===== config.mk =====
export PLATFORM = sky130hd
export DESIGN_NAME = imem_fetch_ctrl
export DESIGN_NICKNAME = d
export VERILOG_FILES = /design/src/rtl/fetch_pkg.sv /design/src/rtl/fetch_out_reg.sv /design/src/rtl/imem_fetch_ctrl.sv
export SDC_FILE = /design/constraint.sdc
export NUM_CORES = 1
export LEC_CHECK = 0
export CORE_UTILIZATION = 40
export DETAILED_ROUTE_END_ITERATION = 10
export HOLD_SLACK_MARGIN = 0.02
export MAX_ROUTING_LAYER = met4
export PLACE_DENSITY = 0.72
export SLEW_MARGIN = 5
export SYNTH_ARGS = -nofsm -noshare
export SYNTH_HDL_FRONTEND = slang
export SYNTH_SLANG_ARGS = --single-unit

===== constraint.sdc =====
create_clock -name clk -period 6.05 [get_ports clk]
set_input_delay 0.605 -clock clk [delete_from_list [all_inputs] [get_ports clk]]
set_output_delay 0.605 -clock clk [all_outputs]
set_load 0.02 [all_outputs]

===== src/rtl/fetch_pkg.sv =====
// Shared types and defaults for the instruction fetch unit.
// State encoding plus default widths and the HALT word.
package fetch_pkg;

  localparam int ADDR_W_DEF = 32;
  localparam int DATA_W_DEF = 32;

  localparam logic [31:0] HALT_INSTR_DEF = 32'hFFFF_FFFF;

  typedef enum logic [1:0] {
    IDLE = 2'd0,
    RUN  = 2'd1,
    HALT = 2'd2
  } state_e;

endpackage


===== src/rtl/fetch_out_reg.sv =====
// Output register holding the fetched instruction for decode.
// Flush beats load, load beats accept.
module fetch_out_reg #(
  parameter int AW = 32,
  parameter int DW = 32
) (
  input  logic          clk,
  input  logic          rst_n,
  input  logic          load,
  input  logic          flush,
  input  logic          accept,
  input  logic [DW-1:0] d_instr,
  input  logic [AW-1:0] d_pc,
  output logic [DW-1:0] instr,
  output logic [AW-1:0] pc,
  output logic          valid
);

  // Capture, drop or hand off the held instruction
  always_ff @(posedge clk or negedge rst_n) begin
    if (!rst_n) begin
      instr <= '0;
      pc    <= '0;
      valid <= 1'b0;
    end else if (flush) begin
      valid <= 1'b0;
    end else if (load) begin
      instr <= d_instr;
      pc    <= d_pc;
      valid <= 1'b1;
    end else if (accept) begin
      valid <= 1'b0;
    end
  end

endmodule


===== src/rtl/imem_fetch_ctrl.sv =====
// Fetch sequencer: owns the PC, drives instruction memory,
// presents instructions to decode over valid/ready.
module imem_fetch_ctrl
  import fetch_pkg::*;
#(
  parameter int ADDR_W = ADDR_W_DEF,
  parameter int DATA_W = DATA_W_DEF,
  parameter logic [ADDR_W-1:0] RESET_PC = '0,
  parameter logic [DATA_W-1:0] HALT_INSTR =
    DATA_W'(HALT_INSTR_DEF)
) (
  input  logic              clk,
  input  logic              rst_n,
  input  logic              start,
  output logic [ADDR_W-1:0] imem_addr,
  input  logic [DATA_W-1:0] imem_data,
  output logic [DATA_W-1:0] instr_out,
  output logic [ADDR_W-1:0] instr_pc,
  output logic              instr_valid,
  input  logic              instr_ready,
  input  logic              redirect,
  input  logic [ADDR_W-1:0] redirect_pc,
  output logic              busy,
  output logic              halted,
  output logic [31:0]       fetch_count
);

  state_e state;
  state_e state_nxt;

  logic [ADDR_W-1:0] pc;
  logic load;
  logic flush;
  logic accept;
  logic pc_redir;
  logic is_halt;

  assign imem_addr = pc;
  assign accept    = instr_valid && instr_ready;
  assign is_halt   = (imem_data == HALT_INSTR);

  // State register
  always_ff @(posedge clk or negedge rst_n) begin
    if (!rst_n) state <= IDLE;
    else        state <= state_nxt;
  end

  // Next-state logic
  always_comb begin
    state_nxt = state;
    unique case (state)
      IDLE:    if (start) state_nxt = RUN;
      RUN:     if (load && is_halt) state_nxt = HALT;
      HALT:    state_nxt = HALT;
      default: state_nxt = IDLE;
    endcase
  end

  // Per-state control and status outputs
  always_comb begin
    busy     = 1'b0;
    halted   = 1'b0;
    load     = 1'b0;
    flush    = 1'b0;
    pc_redir = 1'b0;
    unique case (state)
      IDLE: begin
        pc_redir = redirect;
      end
      RUN: begin
        busy     = 1'b1;
        flush    = redirect;
        pc_redir = redirect;
        load     = !redirect &&
                   (!instr_valid || instr_ready);
      end
      HALT: begin
        halted = !instr_valid;
      end
      default: ;
    endcase
  end

  // Program counter: redirect target or sequential step
  always_ff @(posedge clk or negedge rst_n) begin
    if (!rst_n)        pc <= RESET_PC;
    else if (pc_redir) pc <= redirect_pc;
    else if (load)     pc <= pc + ADDR_W'(1);
  end

  // Count every transfer accepted by decode
  always_ff @(posedge clk or negedge rst_n) begin
    if (!rst_n)      fetch_count <= '0;
    else if (accept) fetch_count <= fetch_count + 32'd1;
  end

  fetch_out_reg #(
    .AW(ADDR_W),
    .DW(DATA_W)
  ) u_out (
    .clk     (clk),
    .rst_n   (rst_n),
    .load    (load),
    .flush   (flush),
    .accept  (accept),
    .d_instr (imem_data),
    .d_pc    (pc),
    .instr   (instr_out),
    .pc      (instr_pc),
    .valid   (instr_valid)
  );

endmodule


==> flow_metrics.tcl <==
set metrics [dict create \
    core_area_um2 13990 \
    drt_iter0_drc 277 \
    p_leak_uw 0.003525 \
    yosys_most_used_dff "dfrtp_1" \
    ctsHoldBuffers 0 \
    syn-num-nets 581 \
    muxShareOfSynthArea_pct 12.22 \
    synth-edff-count 0 \
    h-tree-depth 4 \
    crit_path_max_incr_delay_ns 0.72 \
    clkTransAtPathRegs_ns 0.05 \
    area_delta_synth_final_pct 47.35 \
    cts_max_path_buffers 2 \
    dieArea_um2 14970 \
    numCtsBuffers 17 \
    finClkSkew_ns 0.008287 \
    cts_tree "done" \
    io_pins 200 \
    power.total_uw 4347 \
    initial_core_util_pct 41.42 \
    drt-total-wl_um 15180 \
    antenna_found_initial 0 \
    place.gp.congestion 0.8043 \
    start_kind "flip-flop" \
    cts.sinks 131 \
    rsz0062_at_grt "false" \
    synth_cell_types 39 \
    outcome "finished, final reports clean" \
    root_buffer "clkbuf_16" \
    clock_latency_ns 0.41 \
    max-cap-violations 0 \
    grt_pass1_wl_um 24480 \
    vias_per_cell 5.120 \
    track_usage_pct 21.95 \
    drv_slew 0 \
    synth_cells 506 \
    via_count 4598 \
    dp_hpwl_um 10840 \
    fin_crit_sh_pct 43.56 \
    syn_avg_cell_area_um2 11.45 \
    postRouteAntennaNets 0 \
    arrival_ns 2.03 \
    netlist_area_um2 5794 \
    die_x_um 122.4 \
    cts_resized 0 \
    slew_headroom_pct 33.32 \
    grt_pass1_vias 4829 \
    critPathSlowestCell "clkdlybuf4s50_1" \
    post_cts_buffers 0 \
    final_cell_area_um2 8538 \
    ys_ff_latch 131 \
    dieHeight_um 122.4 \
    ir_drop_mv 0.2508 \
    synthXorXnorAreaFrac_pct 8.314 \
    hold_slack_ns 0.1427 \
    nets 781 \
    drc 0 \
    worstPathRequired_ns 5.44 \
    dr.pass1.iters 5 \
    post-route-min-period_ns 2.636 \
    tightest_slew_ns 0.9978 \
    dpl_cell_area_um2 7970 \
    rows 43 \
    hold_path_class "primary input to asynchronous set/reset pin" \
    final_cell_mix "198 x clkdlybuf4s50_1, 131 x dfrtp_1, 62 x mux2_2, 58 x nand2_1, 41 x xnor2_1" \
    critical_path.endpoint_type "output pin" \
    synthAdderAreaFrac_pct 1.296 \
    drive_above_1_share_pct 13.93 \
    final_common_cell "clkdlybuf4s50_1" \
    synth_compound_area_share_pct 4.427 \
    grt_overflow 0 \
    cp_cell_sequence "inv_1, ha_1, clkdlybuf4s50_1" \
    finalHoldViolCount 0 \
    postLayoutCoreUtil_pct 61.04 \
    finalSetupTns_ns 0 \
    fmax_mhz 379.4 \
    io_buffers 199 \
    synth-simple-area-share_pct 14.94 \
    power.density_nw_per_um2 509.1 \
    crit_fanout 10 \
    wl_per_cell_um 16.90 \
    async_flop_share_pct 100.0 \
    synth_top_family_by_area "simple AND/OR/NAND/NOR gates" \
    crit_type "flip-flop to output pin" \
    diodes 0 \
    setup_viol 0 \
    yosys_warnings 0 \
    yosysSeqAreaShare_pct 56.58 \
    fill_cells 1158 \
    grt_max_degree 75 \
]
[worst max-delay path: cells and delay by family (launching register included)]
family / cells / cell delay [ns]
buffers and inverters: 2 / 0.83
DFF: 1 / 0.39
adders and majority gates: 1 / 0.39
[stage by stage]
stage | worst slack [ns] | cells
2_1_floorplan | 3.734 | 506
4_1_cts | 3.363 | 898
3_5_place_dp | 3.028 | 867
6_report | 3.414 | 898
5_1_grt | 3.257 | 898
3_3_place_gp | 3.086 | 867
[cells in the mapped netlist, types with 2 or more instances]
master,count,area share (%)
dfrtp_1,131,57
mux2_2,62,12
nand2_1,59,3.8
xnor2_1,41,6.2
o21ai_0,31,2.7
nand4_1,23,2.5
nor2_1,20,1.3
nand3_1,19,1.6
clkbuf_1,18,1.2
nor4_1,17,1.8
xor2_1,14,2.1
inv_1,13,0.84
nor3_1,9,0.78
and3_1,7,0.76
ha_1,6,1.3
a31oi_1,3,0.32
or2_2,3,0.32
or4_1,3,0.39
a21oi_1,2,0.17
a311oi_1,2,0.30
and2_1,2,0.22
and4_1,2,0.30
buf_1,2,0.13
or3_1,2,0.22
[logic make-up (layout without fill, tap and decap cells)]
kind of cell / Yosys count / in the layout
adders and majority gates: 6 / 6
xor gates and xnor gates: 55 / 55
and+or+nand+nor: 172 / 172
buffers and inverters: 34 / 246
muxes: 63 / 63
DFF: 131 / 131
AOI/OAI and AO/OA: 45 / 45
[layout make-up]
class | count | area, µm² | area share (%)
multi-input cells | 341 | 2402 | 28.14
inverters | 13 | 48.80 | 0.5715
flip-flops and latches | 131 | 3278 | 38.39
well taps | 180 | 225.2 | 2.638
repair buffers | 202 | 2016 | 23.61
clock inverters | 4 | 45.04 | 0.5275
clock buffers | 27 | 523.0 | 6.125
[sequential cells by signal, indices dropped and copies added, names as in the netlist]
register and cells:
u_out.pc 32, state 2, u_out.valid 1, imem_addr 32, u_out.instr 32, fetch_count 32
[path summary, 6_finish.rpt]
| kind | cells past startpoint | slack (ns) | endpoint | start |
|---|---|---|---|---|
| worst max-delay path | 3 | 3.41 | busy | state[1] |
| worst min-delay path | 1 | 0.14 | fetch_count[26] | rst_n |
| worst max register to register | 5 | 3.51 | u_out.instr[5] | state[1] |
| worst min register to register | 2 | 0.48 | u_out.pc[10] | u_out.pc[10] |
| max in group asynchronous | 2 | 4.59 | u_out.instr[24] | rst_n |
| min in group clk | 2 | 0.48 | u_out.pc[10] | u_out.pc[10] |
[layer usage]
metal | global-route usage (%) | vias to the layer above | share of wire, %
li1 | - | 2185 | -
met1 | 26.38 | 2239 | 43
met2 | 34.76 | 157 | 48
met3 | 7.900 | 17 | 7.5
met4 | 6.021 | 0 | 1.4
met5 | - | - | 0
[power by group]
part           switching (µW)  internal [µW]  total (µW)
Clock                     352            626         978
Sequential                305           1220        1520
Combinational             907            942        1850
Total                    1560           2780        4350
Power figures use the tool's default switching activity.
